===== config.mk =====
export PLATFORM = sky130hd
export DESIGN_NAME = instr_fetch
export DESIGN_NICKNAME = d
export VERILOG_FILES = /design/src/rtl/instr_fetch.sv
export SDC_FILE = /design/constraint.sdc
export NUM_CORES = 1
export LEC_CHECK = 0
export BUFFER_PORTS_ARGS = -buffer_cell sky130_fd_sc_hd__buf_2
export CELL_PAD_IN_SITES_DETAIL_PLACEMENT = 1
export CELL_PAD_IN_SITES_GLOBAL_PLACEMENT = 1
export CORE_ASPECT_RATIO = 0.9
export CORE_MARGIN = 2
export CORE_UTILIZATION = 34
export CTS_CLUSTER_DIAMETER = 60
export DETAILED_ROUTE_END_ITERATION = 6
export PLACE_DENSITY_LB_ADDON = 0.1
export SKIP_LAST_GASP = 1
export SLEW_MARGIN = 20
export SYNTH_ARGS = -nofsm -noshare
export SYNTH_HDL_FRONTEND = slang
export SYNTH_SLANG_ARGS = --single-unit

===== constraint.sdc =====
create_clock -name clk -period 2.5 [get_ports clk]
set_input_delay 0.375 -clock clk [delete_from_list [all_inputs] [get_ports clk]]
set_output_delay 0.375 -clock clk [all_outputs]
set_load 0.01 [all_outputs]

===== src/rtl/instr_fetch.sv =====
// Instruction fetch stage: a three-state FSM (fetch, hold, halt) that
// requests words from instruction memory, holds one instruction for the
// decode stage and redirects on branches.
//
// Optional feature: define INSTR_FETCH_ILLEGAL_CHECK_EN to decode each
// captured word and halt on unsupported instructions. Without it, illegal
// is tied low and the halt state is never entered.

module instr_fetch #(
   parameter logic [31:0] RESET_PC = 32'h0000_0000
) (
   input  logic        clk,
   input  logic        rst,
   output logic        imem_req,
   output logic [31:0] imem_addr,
   input  logic        imem_ack,
   input  logic [31:0] imem_rdata,
   input  logic        branch_taken,
   input  logic [31:0] branch_target,
   input  logic        stall,
   output logic        instr_valid,
   output logic [31:0] instr,
   output logic [5:0]  opCode,
   output logic [5:0]  func,
   output logic [31:0] pc_out,
   output logic        illegal
);

   typedef enum logic [1:0] {
      StFetch,
      StHold,
      StHalt
   } state_t;

   state_t      state_q, state_d;
   logic [31:0] pc_q, pc_d;
   logic [31:0] instr_q, instr_d;
   logic [31:0] pc_out_q, pc_out_d;
   logic        capture_illegal;
   logic [31:0] redirect_pc;

   // Masking the whole target keeps every bit of the port in use.
   assign redirect_pc = branch_target & 32'hFFFF_FFFC;

`ifdef INSTR_FETCH_ILLEGAL_CHECK_EN
   // Supported subset: R-type add/sub/sll/srl/and/or/slt and a few I-types.
   function automatic logic is_legal(input logic [31:0] word);
      logic [5:0] op;
      logic [5:0] fn;
      logic       ok;
      op = word[31:26];
      fn = word[5:0];
      ok = 1'b0;
      if (op == 6'b000000) begin
         case (fn)
            6'b100000, 6'b100010, 6'b000000, 6'b000010,
            6'b100100, 6'b100101, 6'b101010: ok = 1'b1;
            default:                         ok = 1'b0;
         endcase
      end else begin
         case (op)
            6'b000100, 6'b001000, 6'b100011, 6'b101011,
            6'b100001, 6'b001100, 6'b001101: ok = 1'b1;
            default:                         ok = 1'b0;
         endcase
      end
      return ok;
   endfunction

   assign capture_illegal = ~is_legal(imem_rdata);
   assign illegal         = (state_q == StHalt);
`else
   assign capture_illegal = 1'b0;
   assign illegal         = 1'b0;
`endif

   // Next-state logic: branch redirects win over ack and stall; halt is sticky.
   always_comb begin
      state_d  = state_q;
      pc_d     = pc_q;
      instr_d  = instr_q;
      pc_out_d = pc_out_q;
      case (state_q)
         StFetch: begin
            if (branch_taken) begin
               pc_d = redirect_pc;
            end else if (imem_ack) begin
               instr_d  = imem_rdata;
               pc_out_d = pc_q;
               pc_d     = pc_q + 32'd4;
               state_d  = capture_illegal ? StHalt : StHold;
            end
         end
         StHold: begin
            if (branch_taken) begin
               pc_d    = redirect_pc;
               state_d = StFetch;
            end else if (!stall) begin
               state_d = StFetch;
            end
         end
         StHalt: begin
            state_d = StHalt;
         end
         default: begin
            state_d = StFetch;
         end
      endcase
   end

   // State registers with synchronous reset.
   always_ff @(posedge clk) begin
      if (rst) begin
         state_q  <= StFetch;
         pc_q     <= RESET_PC & 32'hFFFF_FFFC;
         instr_q  <= 32'h0;
         pc_out_q <= 32'h0;
      end else begin
         state_q  <= state_d;
         pc_q     <= pc_d;
         instr_q  <= instr_d;
         pc_out_q <= pc_out_d;
      end
   end

   assign imem_req    = (state_q == StFetch);
   assign imem_addr   = pc_q;
   assign instr_valid = (state_q == StHold);
   assign instr       = instr_q;
   assign opCode      = instr_q[31:26];
   assign func        = instr_q[5:0];
   assign pc_out      = pc_out_q;

endmodule

### Word-level counts from Yosys, hierarchy flattened

Index checks and enable logic that the tools add are counted.

| operators by class | value |
|---|---|
| bitwise logic cells | 1 |
| reduce and logical (&&, ||, !) cells | 5 |
| $add $sub $neg | 1 |
| equality and inequality tests | 7 |
| multiplexer cells | 9 |

Operators with widths:

| kind | number |
|---|---|
| $mux 32 | 3 |
| $pmux 32 s2 | 1 |
| $add 32x3->32 const B | 1 |
| $reduce_and 3->1 | 3 |
| $mux 2 | 4 |
| $pmux 2 s3 | 1 |
| $ne 2x2->1 const B | 2 |
| $ne 3x1->1 const B | 1 |
| $ne 3x3->1 const B | 1 |
| $eq 2x1->1 const B | 1 |
| $eq 2x2->1 const B | 1 |
| $logic_not 2->1 | 1 |
| $ne 2x1->1 const B | 1 |
| $reduce_bool 2->1 | 1 |
| $not 1->1 | 1 |

| word-level totals | value |
|---|---|
| output and inout bits | 111 |
| register bits | 98 |

### Depth between registers and ports, before layout

| logic depth | value |
|---|---|
| depth in word-level cells | 4 |
| gate-level depth with buffers | 7 |
| gate-level depth less buffers | 6 |

### Worst setup path after synthesis

Ideal clock, no wire load.

| path | value |
|---|---|
| path type | register -> register |
| start point | reg pc_q[2] (netlist: imem_addr[2]) |
| end point | reg pc_q[30] (netlist: imem_addr[30]) |
| setup time | 0.079 ns |
| path slack | 0.602 ns |
| required time | 2.421 ns |
| cell stages (with the launch flop) | 7 |
| path buffers | 0 |
| clock period less this slack | 1.898 ns |
| arrival | 1.819 ns |
| cells stage by stage | dfxtp_1 ha_1 nand4_1 nor2_1 nand3_2 or4_4 o221ai_2 |

| between the ends | value |
|---|---|
| word-level cells in the longest chain between the ends | 4 |

Ends and longest elaborated chain:

| element | RTL line | source |
|---|---|---|
| start: declaration | 36 | `logic [31:0] pc_q, pc_d;` |
| start signal: assignment | 115 | `pc_q <= RESET_PC & 32'hFFFF_FFFC;` |
| start signal: assignment | 120 | `pc_q <= pc_d;` |
| $add 32x3->32 | 90 | `pc_d = pc_q + 32'd4;` |
| $mux 32 | 87 | `end else if (imem_ack) begin` |
| $mux 32 | 85 | `if (branch_taken) begin` |
| $pmux 32 s2 | 83 | `case (state_q)` |

No other way between the ends. The select of a mux whose other input is x is not followed.
A chain may end at the register's enable or synchronous reset.

### Worst setup path in the final report

| path | value |
|---|---|
| start point | reg pc_q[2] (netlist: imem_addr[2]) |
| end point | reg pc_q[20] (netlist: imem_addr[20]) |

Same word-level chain as after synthesis.

==> flow_summary.yaml <==
drt:
  totalWireLength_mm: 15.30
  vias_per_cell: 5.293
  routedWlPerCell_um: 17.35
  vias: 4668
  drtIter0Drc: 174
  drc: 0
  drt_first_pass_iters: 4
  antenna_left: 0
final_layout:
  drive_gt1_share_pct: 31.48
  area_growth_pct: 28.09
  diodes: 0
  nNetsFinal: 783
worst_setup_path:
  endpoint_kind: "register"
  worstSetupPathType: "register to register"
  cp-start-kind: "register"
  crit_fanout: 7
  rrSetupSlack_ps: 300
  crit_required_ps: 2780
  arrival_ps: 2480
  rr_worst_depth: 6
pwr:
  p_per_area_nw_per_um2: 636.6
  ir_drop_mv: 0.3699
  p_leak_nw: 2.437
  power_mw: 3.560
cts:
  cts.sinks: 94
  cts-hold-fix-buffers: 0
  clkLatencyLatePin_ps: 350
  cts-resized-gates: 0
  clockBufferDepth: 2
  cts-root-buf: "clkbuf_16"
  cts_tree: "built"
  cts-htree-levels: 3
  clk_pin_slew_ps: 70
  post-cts-setup-buffers: 0
  numCtsBuffers: 9
logic_synthesis:
  synth_area_per_cell_um2: 7.768
  synth_top_area_cell: "dfxtp_1"
  synthDistinctLibCells: 60
  synth-seq-area-share_pct: 43.11
  synth_area_um2: 4365
  synth_edf_count: 0
  ys_warn_count: 0
  yosysTopAreaCellShare_pct: 43.11
  ys_async_sr_fraction_pct: 0
  synth_ff_type: "dfxtp_1"
  synth-seq-cells: 94
  yosys-top-cells-area: "dfxtp_1 43%, nand2_1 13%, a21oi_1 8.7%"
  synthCells: 562
sta:
  setup_viol: 0
  period_minus_slack_ps: 2203
  hold_violations: 0
  holdWs_ps: 258.7
  rsz0062_at_grt: "no"
  max_slew.worst_pin.slew_ps: 688.8
  fin_ws_ps: 297.2
  skew_ps: 5.911
  post-route-period-util_pct: 88.11
  finalSetupTns_ps: 0
  slew_headroom_pct: 54.08
  clock.fmax_mhz: 454.0
  maxSlewViolCount: 0
placement:
  io_buffers: 172
  post-place-ws_ps: 271.0
  dpl.hpwl_mm: 11.06
  gp_congestion: 0.8610
floorplanning:
  start_util_pct: 34.54
  rows: 39
  die_w_um: 123.4
  io_pins: 180
  dieHeight_um: 111.5
  core_um2: 12640
  die-area_um2: 13760
global_routing:
  antenna_found_initial: 0
  grt_max_degree: 62
  grt_pass1_vias: 4610
  grt_first_pass_wirelength_mm: 24.34
  grtUsageTotal_pct: 22.50
  grt_overflow: 0
worst_hold_path:
  whs_path_depth: 3
  min_path_type: "input port to register"
outcome:
  status: "finished clean"
job:
  cap_violations: 0
## flip-flops by register name, summed over array words and instances (netlist names)
signal,flops
state_q,2
pc_out,30
instr,32
imem_addr,30
## where the power goes
| group | total [mW] | switching [mW] | internal (mW) |
|---|---|---|---|
| logic | 0.530 | 0.314 | 0.216 |
| registers | 1.70 | 0.110 | 1.59 |
| clock network | 1.33 | 0.600 | 0.733 |
| total | 3.56 | 1.02 | 2.54 |
## worst max-delay path: stages, from the launching register on
cell and delay, ps:
dfxtp_1 510, ha_1 300, nand4_1 250, nor2_1 260, nand3_1 190, or4_1 440
a31oi_1 170
## layer usage
layer | global-route usage, % | share of wire [%] | up-vias
li1 | - | - | 2266
met1 | 28.85 | 44 | 2252
met2 | 38.42 | 49 | 135
met3 | 4.969 | 5.7 | 15
met4 | 4.924 | 1.2 | 0
met5 | 0 | 0 | -
## cell families after synthesis
logic type | share of synthesized area (%)
simple gates | 28.20
other cells | 0.08590
flops | 43.11
buf+inv | 7.509
compound gates | 20.38
fa+ha+maj | 0.2866
xor+xnor | 0.2007
mux | 0.2293
## path summary, 6_finish.rpt
| path | startpoint | to |
|---|---|---|
| worst max-delay path | imem_addr[2] | imem_addr[20] |
| worst min register to register | pc_out[14] | pc_out[14] |
| worst min-delay path | imem_rdata[0] | instr[0] |
| worst max register to register | imem_addr[2] | imem_addr[20] |
## cells in the mapped netlist, types with 7 or more instances
library cell and n:
dfxtp_1 94, o21ai_0 12, clkbuf_1 24, nand4_1 11, nor3_1 8, buf_4 19, nand3_1 22, o211ai_1 11
nor2_1 23, a31oi_1 7, a32oi_1 7, a22oi_1 7, nand2_1 154, a21oi_1 76, buf_2 9
## placed cells by master, fill, tap and decap left out, types with 4 or more instances in the layout
cell / instances
nand2_1: 154
buf_4: 22
or3_1: 6
a32oi_1: 7
a31oi_1: 7
a22oi_1: 7
or4_1: 5
nor4_1: 4
nand4_1: 11
inv_1: 4
nand3_1: 22
nor3_1: 8
o211ai_1: 11
buf_2: 171
o31ai_1: 4
dfxtp_1: 94
a21oi_1: 76
o21ai_0: 12
nor2_1: 22
a211oi_1: 5
conb_1: 5
clkbuf_16: 9
## layout make-up
cell class | instances | area [um^2]
Clock buffer | 12 | 256.5
Clock inverter | 4 | 30.03
Fill cell | 1580 | 7047
Inverter | 4 | 15.01
Multi-Input combinational cell | 411 | 2182
Sequential cell | 94 | 1882
Tap cell | 164 | 205.2
Timing Repair Buffer | 193 | 1021
## stage by stage
stage	instance area (um^2)	util (%)	cells
floorplan	4380	-	566
global placement	5305	41.98	866
detailed placement	5305	41.98	866
CTS	5592	44.24	882
global route	5592	44.24	882
finish	5592	44.24	882
(Power assumes the default switching activity.)
